File: src/rtl/prog_loader.sv
// ---------------------------------------------------------------------------
// prog_loader
// Serial program loader. Receives a byte stream (sync 8'hA5, 16-bit word
// count low byte first, 4*N little-endian data bytes, optional checksum),
// writes each assembled word into instruction memory, and holds the CPU in
// reset until the load completes.
//
// Optional feature macro: PROG_LOADER_CHECKSUM_EN
//   When defined, one XOR checksum byte is expected after the data and a
//   mismatch aborts the load.
//
// Parameters
//   BASE_ADDR : byte address of the first loaded word
//   MAX_WORDS : largest accepted word count
//
// Ports
//   clk       : single clock, rising edge
//   reset     : synchronous active-high reset
//   rx_data   : received byte
//   rx_valid  : rx_data valid for this cycle
//   mem_we    : one-cycle instruction-memory write strobe
//   mem_addr  : word-aligned byte address of the write
//   mem_wdata : word to write
//   cpu_hold  : holds the CPU in reset while high
//   done      : load completed successfully
//   error     : load aborted, sticky until reset
// ---------------------------------------------------------------------------
module prog_loader #(
   parameter logic [31:0] BASE_ADDR = 32'h0000_0000,
   parameter int unsigned MAX_WORDS = 1024
) (
   input  logic        clk,
   input  logic        reset,
   input  logic [7:0]  rx_data,
   input  logic        rx_valid,
   output logic        mem_we,
   output logic [31:0] mem_addr,
   output logic [31:0] mem_wdata,
   output logic        cpu_hold,
   output logic        done,
   output logic        error
);

   localparam logic [7:0] SYNC_BYTE = 8'hA5;

   typedef enum logic [2:0] {
      IDLE   = 3'd0,
      LEN_LO = 3'd1,
      LEN_HI = 3'd2,
      DATA   = 3'd3,
`ifdef PROG_LOADER_CHECKSUM_EN
      CHECK  = 3'd4,
`endif
      DONE   = 3'd5,
      ERROR  = 3'd6
   } state_t;

`ifdef PROG_LOADER_CHECKSUM_EN
   // Running XOR over every data byte of the stream.
   function automatic logic [7:0] csum_update(input logic [7:0] acc,
                                              input logic [7:0] b);
      return acc ^ b;
   endfunction
`endif

   state_t      state_r;
   logic [15:0] count_r;      // word count N (low byte latched in LEN_LO)
   logic [15:0] word_idx_r;   // index of the word being assembled
   logic [1:0]  byte_idx_r;   // byte position inside the current word
   logic [23:0] partial_r;    // bytes 0..2 of the current word
`ifdef PROG_LOADER_CHECKSUM_EN
   logic [7:0]  csum_r;
`endif

   logic [15:0] len_s;
   logic        oversize_s;
   logic        last_word_s;
   logic [31:0] word_addr_s;

   // Full count as it becomes known on the LEN_HI byte.
   assign len_s       = {rx_data, count_r[7:0]};
   assign oversize_s  = ({16'd0, len_s} > 32'(MAX_WORDS));
   assign last_word_s = ((word_idx_r + 16'd1) == count_r);
   // 32-bit add, wraps modulo 2^32 by construction.
   assign word_addr_s = BASE_ADDR + {14'd0, word_idx_r, 2'b00};

   // Loader FSM with all outputs registered.
   always_ff @(posedge clk) begin
      if (reset) begin
         state_r    <= IDLE;
         count_r    <= 16'd0;
         word_idx_r <= 16'd0;
         byte_idx_r <= 2'd0;
         partial_r  <= 24'd0;
`ifdef PROG_LOADER_CHECKSUM_EN
         csum_r     <= 8'd0;
`endif
         mem_we     <= 1'b0;
         mem_addr   <= BASE_ADDR;
         mem_wdata  <= 32'd0;
         cpu_hold   <= 1'b1;
         done       <= 1'b0;
         error      <= 1'b0;
      end else begin
         // Strobe is a single-cycle pulse unless re-armed below.
         mem_we <= 1'b0;
         if (rx_valid) begin
            case (state_r)
               IDLE: begin
                  if (rx_data == SYNC_BYTE) begin
                     state_r <= LEN_LO;
                  end
               end
               LEN_LO: begin
                  count_r[7:0] <= rx_data;
                  state_r      <= LEN_HI;
               end
               LEN_HI: begin
                  count_r    <= len_s;
                  word_idx_r <= 16'd0;
                  byte_idx_r <= 2'd0;
`ifdef PROG_LOADER_CHECKSUM_EN
                  csum_r     <= 8'd0;
`endif
                  if (len_s == 16'd0) begin
`ifdef PROG_LOADER_CHECKSUM_EN
                     state_r  <= CHECK;
`else
                     state_r  <= DONE;
                     cpu_hold <= 1'b0;
                     done     <= 1'b1;
`endif
                  end else if (oversize_s) begin
                     state_r <= ERROR;
                     error   <= 1'b1;
                  end else begin
                     state_r <= DATA;
                  end
               end
               DATA: begin
`ifdef PROG_LOADER_CHECKSUM_EN
                  csum_r <= csum_update(csum_r, rx_data);
`endif
                  byte_idx_r <= byte_idx_r + 2'd1;
                  case (byte_idx_r)
                     2'd0: partial_r[7:0]   <= rx_data;
                     2'd1: partial_r[15:8]  <= rx_data;
                     2'd2: partial_r[23:16] <= rx_data;
                     2'd3: begin
                        mem_wdata  <= {rx_data, partial_r};
                        mem_addr   <= word_addr_s;
                        mem_we     <= 1'b1;
                        partial_r  <= 24'd0;
                        word_idx_r <= word_idx_r + 16'd1;
                        if (last_word_s) begin
`ifdef PROG_LOADER_CHECKSUM_EN
                           state_r  <= CHECK;
`else
                           state_r  <= DONE;
                           cpu_hold <= 1'b0;
                           done     <= 1'b1;
`endif
                        end
                     end
                     default: partial_r <= 24'd0;
                  endcase
               end
`ifdef PROG_LOADER_CHECKSUM_EN
               CHECK: begin
                  if (rx_data == csum_r) begin
                     state_r  <= DONE;
                     cpu_hold <= 1'b0;
                     done     <= 1'b1;
                  end else begin
                     state_r <= ERROR;
                     error   <= 1'b1;
                  end
               end
`endif
               DONE: begin
                  // A new sync byte starts a fresh load from word 0.
                  if (rx_data == SYNC_BYTE) begin
                     state_r    <= LEN_LO;
                     cpu_hold   <= 1'b1;
                     done       <= 1'b0;
                     word_idx_r <= 16'd0;
                     byte_idx_r <= 2'd0;
                     partial_r  <= 24'd0;
`ifdef PROG_LOADER_CHECKSUM_EN
                     csum_r     <= 8'd0;
`endif
                  end
               end
               ERROR: begin
                  // Locked until reset.
                  error    <= 1'b1;
                  cpu_hold <= 1'b1;
               end
               default: begin
                  state_r <= IDLE;
               end
            endcase
         end
      end
   end

endmodule

File: config.mk
export PLATFORM = sky130hd
export DESIGN_NAME = prog_loader
export DESIGN_NICKNAME = d
export VERILOG_FILES = /design/src/rtl/prog_loader.sv
export SDC_FILE = /design/constraint.sdc
export NUM_CORES = 1
export LEC_CHECK = 0
export ABC_AREA = 1
export ABC_CLOCK_PERIOD_IN_PS = 4400
export BUFFER_PORTS_ARGS = -buffer_cell sky130_fd_sc_hd__buf_2
export CAP_MARGIN = 20
export CORE_MARGIN = 4
export CORE_UTILIZATION = 30
export DETAILED_ROUTE_END_ITERATION = 12
export GPL_TIMING_DRIVEN = 0
export HOLD_SLACK_MARGIN = 0.05
export PLACE_DENSITY_LB_ADDON = 0.12
export SYNTH_ARGS = -nofsm -noshare
export SYNTH_HDL_FRONTEND = slang
export SYNTH_SLANG_ARGS = --single-unit
File: constraint.sdc
create_clock -name clk -period 4.4 [get_ports clk]
set_input_delay 0.88 -clock clk [delete_from_list [all_inputs] [get_ports clk]]
set_output_delay 0.88 -clock clk [all_outputs]
set_load 0.05 [all_outputs]
Word level (Yosys, flattened, before mapping)
Cells that the tools add are included.

cells by class
  $add $sub $neg = 2
  magnitude comparators = 1
  equality and inequality tests = 20
  multiplexer cells = 30
  bitwise logic cells = 3
  reduce and logical (&&, ||, !) cells = 21

operator list
  cell                                                  count
  one-hot mux 16 bit (3 select lines)                   1
  one-hot mux 24 bit (2 select lines)                   1
  one-hot mux 8 bit (2 select lines)                    3
  2-to-1 mux 16 bit                                     2
  2-to-1 mux 24 bit                                     1
  AND reduction 4 bit                                   5
  adder 16 x 1 -> 16 bit, second input constant         1
  equality test 16 bit                                  1
  > comparator 16 x 11 -> 1 bit, second input constant  1
  logical NOT 16 bit                                    1
  2-to-1 mux 3 bit                                      5
  one-hot mux 3 bit (5 select lines)                    1
  != test 2 bit, second input constant                  6
  AND reduction 6 bit                                   2
  2-to-1 mux 1 bit                                      11
  equality test 8 bit, second input constant            1
  equality test 3 x 2 -> 1 bit, second input constant   2
  equality test 3 bit, second input constant            2
  != test 3 x 2 -> 1 bit, second input constant         2
  one-hot mux 2 bit (3 select lines)                    1
  AND reduction 3 bit                                   2
  AND reduction 5 bit                                   1
  equality test 2 bit, second input constant            2
  one-hot mux 1 bit (4 select lines)                    1
  other kinds (17)                                      21

storage, ports and cells
  register bits after elaboration = 113
  bits of input ports = 11
  output and inout port bits = 68
  word-level logic and storage cells = 91

Longest topological paths before layout
Gate-level depths: netlist (run 1).

  word-level depth = 5
  gate-level depth with buffers = 17
  mapped depth without buffers = 17

Worst setup path before layout (run 1)
Ideal clock, no wire load.

  path kind = input to register
  start point = input port rx_data[1]
  end point = register word_idx_r[7]
  library setup time = 0.132 ns
  arrival time = 2.068 ns
  data required time = 4.268 ns
  slack = 2.200 ns
  stages on the path = 11
  path buffers = 1
  path through = inv_1 nand4_1 nor4_1 nor2_1 nor2_2 inv_1 nor2_1 nand2_1 buf_2 nand2_1 a21oi_1

between the ends
  word-level cells in the longest chain between the ends = 3

RTL lines
  item                           line  RTL
  from (decl)                    34    input logic [7:0] rx_data,
  equality test 8 bit            182   if (rx_data == SYNC_BYTE) begin
  != test 2 bit (no line)        --
  AND reduction 4 bit (no line)  --
  to (signal assigned)           154   word_idx_r <= word_idx_r + 16'd1;
  to (decl)                      68    logic [15:0] word_idx_r;

No other way between the ends.
A chain may end at the register's enable or synchronous reset.

Worst setup path in the final report (run 1)
  start point = input port rx_data[1]
  end point = register word_idx_r[12]

The elaborated chain is that of the path after synthesis.

==> impl_metrics.py, run 1 <==
metrics = {
    "yosys": {
        "ys.warnings.count": 0,
        "synth_area_leaders": "dfxtp_1, o21ai_0, nand2_1",
        "synth.distinct_cells": 32,
        "synthCells": 710,
        "synth_top_area_share_pct": 44.32,
        "yosys.area.top_type": "dfxtp_1",
        "synth.avg_cell_area_um2": 7.188,
        "yosysSeqAreaShare_pct": 44.32,
        "ys_ff_latch": 113,
        "synth_area_um2": 5104,
    },
    "timing": {
        "finalSetupTns_ns": 0,
        "finalClockSkew_ns": 0.01024,
        "slew_headroom_pct": 42.53,
        "maxSlewViolCount": 0,
        "fmax_ghz": 0.3913,
        "rsz0062_at_grt": "no",
        "fin_crit_sh_pct": 58.08,
        "min_period_ns": 2.556,
        "hold_violations": 0,
        "tightest_slew_ns": 0.8574,
        "setup_viol": 0,
    },
    "die": {
        "die_h_um": 138.4,
        "initial_utilization_pct": 30.67,
        "die_w_um": 138.4,
        "num_rows": 47,
        "core-area_um2": 16640,
        "ioPinCount": 79,
        "dieArea_um2": 19160,
    },
    "routing": {
        "routed_wl_um": 15360,
        "drt_iter0_drc": 388,
        "vias": 4889,
        "ant_nets": 0,
        "wl_per_cell_um": 14.80,
        "drcViolationCount": 0,
        "via_per_inst": 4.710,
        "drt-pass1-iter-count": 5,
    },
    "critical_path": {
        "cp_slowest_cell": "nor4_1",
        "crit_type": "primary input to flip-flop",
        "end_kind": "flip-flop",
        "cp_slowest_stage_delay_ns": 0.41,
        "required_ns": 4.66,
        "start_kind": "primary input",
        "reg2reg_slack_ns": 1.85,
        "cp_top_family": "simple AND/OR/NAND/NOR gates",
        "path_cells": "buf_2 > inv_1 > nand4_1 > nor4_1 > nor2_1 > nor2_2 > inv_1 > nor2_1 > nand2_1 > buf_2 > nand2_1 > a21oi_1",
        "cp_num_buf_inv": 4,
        "worstPathMaxFanout": 10,
        "cp.arrival_ns": 2.81,
    },
    "cts": {
        "clock-root-buffer": "clkbuf_16",
        "insertion_delay_ns": 0.41,
        "tritoncts": "yes",
        "clkSlewWorstSetupHoldPaths_ns": 0.06,
        "clk_path_buf_depth": 2,
        "cts_setup_buffers": 0,
        "cts_buffers": 17,
        "numClockSinks": 113,
        "htreeDepth": 4,
        "postCtsHoldBufs": 0,
        "cts.repair.resized": 0,
    },
    "placement": {
        "portBuffers": 62,
        "dpl.hpwl_um": 11630,
        "globalplace.congestion": 0.8652,
        "dp_cells": 1007,
    },
    "layout": {
        "antenna_cells": 0,
        "final_common_cell": "nand2_1",
        "finalNonFillerCells": 1038,
        "drive_gt1_share_pct": 17.60,
        "nets": 822,
        "mostFrequentLayoutCells": "nand2_1, dfxtp_1, nor2_1",
        "area_growth_pct": 24.00,
    },
    "power_and_ir_drop": {
        "p_leak_uw": 0.002902,
        "irDropWorstVdd_mv": 0.2815,
        "power_density_nw_per_um2": 463.4,
    },
    "global_routing": {
        "grt_pass1_vias": 4632,
        "grt_max_degree": 17,
        "grt_pass1_wl_um": 24500,
        "grt_usage_pct": 16.05,
        "grt_overflow": 0,
        "antenna_found_initial": 0,
    },
    "hold_path": {
        "min_path_type": "flip-flop to flip-flop",
    },
    "outcome": {
        "status": "finished clean",
    },
    "job": {
        "maxCapViolations": 0,
    },
}
cells by family after synthesis:
logic type	Yosys count	synth area share [%]
compound gates	176	17.41
xor+xnor	3	0.5149
fa+ha+maj	5	1.226
buf+inv	108	9.635
flops	113	44.32
other cells	1	0.07348
simple gates	304	26.82
power by group:
group          leakage [µW]  internal [µW]  switching, µW  total (µW)
Sequential         0.000911           1080           43.2        1120
Clock              0.000278            840            524        1360
Combinational       0.00171            137            307         444
Total               0.00290           2060            874        2930
flip-flops by register name, indices dropped and copies added (netlist names):
| register | count |
|---|---|
| mem_we | 1 |
| partial_r | 24 |
| done | 1 |
| state_r | 3 |
| word_idx_r | 16 |
| mem_addr | 16 |
| count_r | 16 |
| error | 1 |
| mem_wdata | 32 |
| byte_idx_r | 2 |
| cpu_hold | 1 |
synth_stat cells:
master,number
nor2_4,6
ha_1,5
xnor2_1,1
nand3b_1,5
nand4_1,12
o211ai_1,2
dfxtp_1,113
buf_6,2
nand2_1,115
inv_2,6
conb_1,1
a211oi_1,1
clkinv_1,3
or2_0,1
buf_4,17
nand2_4,2
nor3_1,1
nand3_2,1
nor2_1,100
nor4_1,2
nand3_4,1
nor2_2,4
a21oi_1,77
clkbuf_1,22
o21ai_1,1
buf_2,6
xor2_1,2
nand2_2,6
nand3_1,47
inv_1,52
o21ai_0,95
nor3_2,1
final timing paths:
check | startpoint | to | cells after the start
min reg2reg | cpu_hold$_SDFFE_PP1P_ | cpu_hold$_SDFFE_PP1P_ | 2
min | cpu_hold$_SDFFE_PP1P_ | cpu_hold$_SDFFE_PP1P_ | 2
max reg2reg | byte_idx_r[0]$_SDFFE_PP0P_ | mem_wdata[22]$_SDFFE_PP0P_ | 7
max | rx_data[1] | word_idx_r[12]$_SDFFE_PP0P_ | 12
worst reg2reg max path: stages (launching register included):
cell and delay, ns:
dfxtp_1 0.38, ha_1 0.21, clkinv_1 0.23, nor3_2 0.78, inv_1 0.31, clkbuf_1 0.31
nor2_1 0.16, nor2_1 0.07
per-layer routing:
layer	track usage, %	share of wire (%)
met4	5.408	1.4
met1	21.37	47
met3	4.385	5.8
met5	0	0
met2	25.23	46
final cells by class:
class | instances | area [µm²]
Clock inverter | 13 | 153.9
Inverter | 61 | 229.0
Timing Repair Buffer | 62 | 310.3
Fill cell | 1770 | 10310
Tap cell | 220 | 275.3
Clock buffer | 18 | 429.2
Sequential cell | 113 | 2262
Buffer | 47 | 262.8
Multi-Input combinational cell | 504 | 2406
through the flow:
stage	setup WS, ns	area, µm²	hold WS (ns)	power [µW]	utilization (%)
2_1_floorplan	2.200	5160	0.4446	1472	-
3_3_place_gp	1.448	5746	0.4429	1586	34.52
3_5_place_dp	1.399	5746	0.4468	1587	34.52
4_1_cts	1.792	6329	0.4609	2963	38.03
5_1_grt	1.566	6329	0.4968	3072	38.03
6_report	1.844	6329	0.4542	2933	38.03
Note: power is estimated with default switching activity, not from simulation.
==> inputs of run 2 (changes only) <==
--- a/config.mk
+++ b/config.mk
@@ -6,7 +6,7 @@
 export NUM_CORES = 1
 export LEC_CHECK = 0
 export ABC_AREA = 1
-export ABC_CLOCK_PERIOD_IN_PS = 4400
+export ABC_CLOCK_PERIOD_IN_PS = 2600
 export BUFFER_PORTS_ARGS = -buffer_cell sky130_fd_sc_hd__buf_2
 export CAP_MARGIN = 20
 export CORE_MARGIN = 4
==> constraint.sdc (replaced) <==
create_clock -name clk -period 2.6 [get_ports clk]
set_input_delay 0.52 -clock clk [delete_from_list [all_inputs] [get_ports clk]]
set_output_delay 0.52 -clock clk [all_outputs]
set_load 0.05 [all_outputs]
==> run 2 against run 1 <==
  * Clock skew rose by 0.00060 ns
  * Sequential share of layout area about the same
  * Critical endpoint is now state_r[2]$_SDFFE_PP0P_
  * Hold slack barely moved
  * Via count fell by 0.27%
  * First-iteration DRC count decreased by 10%
  * Combinational power grew 70%
  * Clock power grew 70%
  * Critical path depth increased by 5
==> impl_metrics.py, run 2 (same netlist as run 1, synthesis figures left out) <==
metrics = {
    "layout": {
        "post-route-cell-area_um2": 6337,
        "top_regs": "mem_wdata x32, partial_r x24",
        "nets": 822,
        "nFillCells": 1770,
        "antenna_cells": 0,
        "drive_gt1_share_pct": 17.73,
        "final_common_cell": "nand2_1",
        "fin_util_pct": 38.08,
        "finalNonFillerCells": 1038,
        "largest_register_ffs": 32,
        "top_register": "mem_wdata",
        "area_growth_pct": 24.17,
        "mostFrequentLayoutCells": "nand2_1, dfxtp_1, nor2_1",
    },
    "die": {
        "ioPinCount": 79,
        "num_rows": 47,
        "dieArea_um2": 19160,
        "die_h_um": 138.4,
        "initial_utilization_pct": 30.67,
        "core-area_um2": 16640,
        "die_w_um": 138.4,
    },
    "routing": {
        "routed_wl_um": 15350,
        "drt-pass1-iter-count": 5,
        "wl_per_cell_um": 14.79,
        "drt_iter0_drc": 348,
        "ant_nets": 0,
        "via_per_inst": 4.697,
        "vias": 4876,
        "drcViolationCount": 0,
    },
    "critical_path": {
        "required_ns": 2.95,
        "crit_type": "flip-flop to flip-flop",
        "end_kind": "flip-flop",
        "r2r_cells": 17,
        "cp.arrival_ns": 2.62,
        "start_kind": "flip-flop",
        "reg2reg_slack_ns": 0.33,
        "r2r-start": "word_idx_r[1]$_SDFFE_PP0P_",
        "worstPathMaxFanout": 7,
        "reg2reg_to": "state_r[2]$_SDFFE_PP0P_",
        "worstSetupStartpoint": "word_idx_r[1]$_SDFFE_PP0P_",
    },
    "power_and_ir_drop": {
        "p_leak_uw": 0.002910,
        "p_comb_share_pct": 15.2,
        "p_int_uw": 3483,
        "irDropWorstVdd_mv": 0.4748,
        "seqPwrFrac_pct": 38.3,
        "p_sw_uw": 1480,
        "pwr-share-clk_pct": 46.5,
        "sw_frac_of_total_pct": 29.82,
        "power_density_nw_per_um2": 783.2,
    },
    "cts": {
        "clkSlewWorstSetupHoldPaths_ns": 0.06,
        "postCtsHoldBufs": 0,
        "numClockSinks": 113,
        "tritoncts": "yes",
        "cts_setup_buffers": 0,
        "cts_buffers": 17,
        "insertion_delay_ns": 0.41,
        "htreeDepth": 4,
        "clk_path_buf_depth": 2,
        "clock-root-buffer": "clkbuf_16",
    },
    "global_routing": {
        "grt_overflow": 0,
        "grt_usage_pct": 16.06,
        "grt_pass1_wl_um": 24520,
        "antenna_found_initial": 0,
        "grt_pass1_vias": 4639,
        "grt_max_degree": 17,
    },
    "placement": {
        "dpl.hpwl_um": 11630,
        "globalplace.congestion": 0.8652,
        "dp_cells": 1007,
        "portBuffers": 62,
        "place_area_um2": 5746,
    },
    "job": {
        "maxCapViolations": 0,
    },
    "timing": {
        "fmax_ghz": 0.4400,
        "setup_viol": 0,
        "tightest_slew_ns": 0.7584,
        "rsz0062_at_grt": "no",
        "maxSlewViolCount": 0,
        "hold_violations": 0,
        "min_period_ns": 2.273,
        "slew_headroom_pct": 49.44,
        "finalClockSkew_ns": 0.01084,
        "fin_crit_sh_pct": 87.41,
        "whs_ns": 0.4544,
    },
    "hold_path": {
        "hold-path-endpoint": "cpu_hold$_SDFFE_PP1P_",
        "hold_path_depth": 2,
        "min-delay-start": "cpu_hold$_SDFFE_PP1P_",
        "min_path_type": "flip-flop to flip-flop",
    },
    "outcome": {
        "status": "finished clean",
    },
}
[run 2: cell count changes in the layout (fill, tap and decap cells not counted)]
cell and change:
nor2_1 -1, nor2_2 +1, nor3_2 -1, nor3_4 +1
[run 2: repair_timing]
action	4_1_cts	5_1_grt
pin swaps	0	0
gates resized for setup	1	1
cloned	0	0
setup endpoints to repair	2	3
[run 2: per-stage QoR]
step / setup WS (ns) / power, µW / TNS (ns)
floorplan: 0.7598 / 2491 / 0
global placement: 0.008455 / 2684 / 0
detailed placement: -0.04122 / 2686 / -0.3070
CTS: 0.2573 / 5015 / 0
global route: 0.05636 / 5199 / 0
finish: 0.3273 / 4963 / 0
[run 2: layout make-up]
type / count / area [µm²] / share of cell area (%)
Clock inverter: 13 / 153.9 / 2.428
Timing Repair Buffer: 62 / 310.3 / 4.896
Multi-Input combinational cell: 504 / 2415 / 38.10
Buffer: 47 / 262.8 / 4.146
Tap cell: 220 / 275.3 / 4.344
Sequential cell: 113 / 2262 / 35.70
Inverter: 61 / 229.0 / 3.613
Clock buffer: 18 / 429.2 / 6.772
[run 2: worst max-delay path, stage by stage, from the launching register on]
cell     delay (ns)
dfxtp_1        0.45
ha_1           0.27
nand2_1        0.11
nor2_4         0.19
nand2_2        0.08
nor2_1         0.09
nand2_1        0.07
nand2_1        0.08
nand2_1        0.05
nand2_1        0.07
nand2_1        0.06
nor2_2         0.14
nand3_2        0.13
nand2_4        0.13
nand3_4        0.09
nand2_1        0.07
nand2_1        0.04
nor2_1         0.09
[run 2: how the worst max path moves through the flow]
stage                                  endpoint  slack (ns)  cells after the start
finish                  state_r[2]$_SDFFE_PP0P_        0.33                     17
global route         mem_wdata[19]$_SDFFE_PP0P_        0.06                      7
CTS                     state_r[2]$_SDFFE_PP0P_        0.26                     15
detailed placement  word_idx_r[12]$_SDFFE_PP0P_       -0.04                     12
global placement    word_idx_r[15]$_SDFFE_PP0P_       0.008                     12
floorplan            word_idx_r[7]$_SDFFE_PP0P_        0.76                     11
[run 2: power by group through the flow]
stage / Combinational, µW / Clock (µW) / Sequential (µW)
finish: 753 / 2310 / 1900
CTS: 753 / 2360 / 1900
detailed placement: 748 / 0 / 1940
floorplan: 548 / 0 / 1940
global placement: 748 / 0 / 1940
global route: 851 / 2440 / 1910
[run 2: metal layers]
layer	routed length (µm)	part of all wire (%)	vias to the layer above	GRT usage (%)
met5	0	0	-	0
met4	210	1.4	0	5.408
met3	876	5.7	14	4.385
met2	7010	46	126	25.26
met1	7256	47	2238	21.38
li1	-	-	2498	-
==> inputs of run 3 (changes only) <==
--- a/config.mk
+++ b/config.mk
@@ -9,8 +9,11 @@
 export ABC_CLOCK_PERIOD_IN_PS = 2600
 export BUFFER_PORTS_ARGS = -buffer_cell sky130_fd_sc_hd__buf_2
 export CAP_MARGIN = 20
+export CELL_PAD_IN_SITES_DETAIL_PLACEMENT = 0
+export CELL_PAD_IN_SITES_GLOBAL_PLACEMENT = 2
 export CORE_MARGIN = 4
 export CORE_UTILIZATION = 30
+export CTS_BUF_LIST = sky130_fd_sc_hd__clkbuf_16
 export DETAILED_ROUTE_END_ITERATION = 12
 export GPL_TIMING_DRIVEN = 0
 export HOLD_SLACK_MARGIN = 0.05
==> run 3 against run 2 <==
  * Clock power decreased by 2%
  * Total power decreased by 0.65%
  * Critical path depth decreased by 1
  * Register-to-register slack got worse by 0.07 ns
  * Cell count increased by 0.39%
  * Global-route usage increased by 1.3 points
  * Via count decreased by 1.5%
  * First-iteration DRC count decreased by 19%
  * Sequential share of layout area about the same
  * Wire length increased by 6.0%
  * Maximum frequency decreased by 2.9%
  * Critical endpoint is now done$_SDFFE_PP0P_
  * Largest power group unchanged
  * Highest routed layer unchanged
==> impl_metrics.py, run 3 (same netlist as run 1, synthesis figures left out) <==
metrics = {
    "outcome": {
        "status": "finished clean",
    },
    "timing": {
        "fmax_ghz": 0.4272,
        "fin_crit_sh_pct": 90.03,
        "maxSlewViolCount": 0,
        "slew_headroom_pct": 52.48,
        "rsz0062_at_grt": "no",
        "setup_viol": 0,
        "min_period_ns": 2.341,
        "finalClockSkew_ns": 0.01250,
        "tightest_slew_ns": 0.7127,
        "whs_ns": 0.4582,
        "hold_violations": 0,
    },
    "die": {
        "initial_utilization_pct": 30.67,
        "ioPinCount": 79,
        "die_w_um": 138.4,
        "num_rows": 47,
        "dieArea_um2": 19160,
        "core-area_um2": 16640,
        "die_h_um": 138.4,
    },
    "cts": {
        "htreeDepth": 4,
        "tritoncts": "yes",
        "clock-root-buffer": "clkbuf_16",
        "clk_path_buf_depth": 2,
        "numClockSinks": 113,
        "clkSlewWorstSetupHoldPaths_ns": 0.06,
        "postCtsHoldBufs": 0,
        "cts_buffers": 17,
        "insertion_delay_ns": 0.42,
    },
    "hold_path": {
        "min_path_type": "primary input to flip-flop",
        "min-delay-start": "rx_data[7]",
    },
    "job": {
        "maxCapViolations": 0,
    },
    "power_and_ir_drop": {
        "irDropWorstVdd_mv": 0.4677,
        "p_sw_uw": 1471,
        "pwr-share-clk_pct": 46.1,
        "p_leak_uw": 0.002929,
        "sw_frac_of_total_pct": 29.82,
        "seqPwrFrac_pct": 38.5,
        "p_int_uw": 3461,
        "p_comb_share_pct": 15.4,
        "power_density_nw_per_um2": 777.2,
    },
    "layout": {
        "mostFrequentLayoutCells": "nand2_1, dfxtp_1, nor2_1",
        "top_register": "mem_wdata",
        "antenna_cells": 0,
        "area_growth_pct": 24.32,
        "nFillCells": 1815,
        "final_common_cell": "nand2_1",
        "post-route-cell-area_um2": 6345,
        "drive_gt1_share_pct": 17.88,
        "top_regs": "mem_wdata x32, partial_r x24",
        "fin_util_pct": 38.13,
        "largest_register_ffs": 32,
        "nets": 825,
    },
    "routing": {
        "vias": 4802,
        "drcViolationCount": 0,
        "wl_per_cell_um": 15.62,
        "routed_wl_um": 16270,
        "ant_nets": 0,
        "drt_iter0_drc": 282,
        "drt-pass1-iter-count": 4,
        "via_per_inst": 4.608,
    },
    "critical_path": {
        "worstPathMaxFanout": 7,
        "cp.arrival_ns": 2.65,
        "required_ns": 2.91,
        "end_kind": "flip-flop",
        "crit_type": "flip-flop to flip-flop",
        "r2r-start": "word_idx_r[0]$_SDFFE_PP0P_",
        "start_kind": "flip-flop",
        "worstSetupStartpoint": "word_idx_r[0]$_SDFFE_PP0P_",
    },
    "global_routing": {
        "grt_pass1_vias": 4870,
        "grt_pass1_wl_um": 26380,
        "grt_max_degree": 17,
        "antenna_found_initial": 0,
        "grt_usage_pct": 17.32,
        "grt_overflow": 0,
    },
    "placement": {
        "globalplace.congestion": 0.8504,
        "dpl.hpwl_um": 12270,
        "portBuffers": 62,
        "place_area_um2": 5746,
    },
}
==> run 3: changes by cell type in the layout (fill, tap and decap cells not counted) <==
cell / before / now
nor2_1: 99 / 100
clkinv_2: 0 / 3
inv_1: 52 / 54
buf_4: 17 / 20
dfxtp_2: 0 / 1
clkbuf_1: 23 / 22
clkinvlp_4: 2 / 3
clkinv_4: 5 / 2
clkinv_1: 3 / 4
nor2_2: 5 / 4
dfxtp_1: 113 / 112
inv_6: 4 / 2
==> run 3: worst paths after layout <==
kind / to / slack (ns) / cells past startpoint
setup / recovery: done$_SDFFE_PP0P_ / 0.26 / 16
hold / removal: mem_wdata[31]$_SDFFE_PP0P_ / 0.46 / 3
setup reg to reg: done$_SDFFE_PP0P_ / 0.26 / 16
hold reg to reg: error$_SDFFE_PP0P_ / 0.46 / 2
==> run 3: routing by layer <==
metal  vias to the layer above  routed length [µm]  global-route usage, %
met5                         -                   0                      0
met3                        14                 510                  3.522
met1                      2187                7862                  22.40
li1                       2518                   -                      -
met4                         0                 243                  6.292
met2                        83                7657                  28.67
==> run 3: power groups by stage <==
stage / clock (µW) / sequential [µW] / combinational [µW]
4_1_cts: 2310 / 1900 / 766
3_3_place_gp: 0 / 1940 / 760
3_5_place_dp: 0 / 1940 / 761
2_1_floorplan: 0 / 1940 / 548
6_report: 2270 / 1900 / 760
5_1_grt: 2390 / 1910 / 864
==> run 3: repair_timing <==
action	in CTS	in global routing
setup endpoints to repair	30	32
gates resized for setup	1	1
pin swaps	0	1
setup buffers	0	3
hold endpoints to repair	0	0
==> run 3: layout make-up <==
cell class / instances / area, µm² / area share (%)
timing repair buffer: 65 / 332.8 / 5.246
clock buffer: 17 / 425.4 / 6.705
clock inverter: 15 / 143.9 / 2.268
sequential: 113 / 2263 / 35.67
inverter: 61 / 229.0 / 3.609
multi-input combinational: 504 / 2412 / 38.02
buffer: 47 / 262.8 / 4.141
tap: 220 / 275.3 / 4.338
==> run 3: per-stage QoR <==
stage	setup WS [ns]	std cells	total power, µW	setup TNS, ns
after detailed placement	-0.1151	1007	2697	-2.661
final	0.2592	1042	4931	0
after global placement	-0.09060	1007	2695	-2.466
after CTS	0.1465	1039	4978	0
after floorplan	0.7598	725	2491	0
after global routing	0.004849	1042	5165	0
==> run 3: worst max-delay path, cell delays in order (launching register included) <==
cell and delay [ns]:
dfxtp_1 0.44, ha_1 0.26, nand2_1 0.11, nor2_4 0.21
nand2_2 0.10, nor2_1 0.10, nand2_1 0.08, nand2_1 0.08
nand2_1 0.05, nand2_1 0.08, nand2_1 0.06, nor2_2 0.15
nand3_2 0.14, nand2_4 0.12, nand3_1 0.09, nor2_1 0.11
nor2_1 0.06
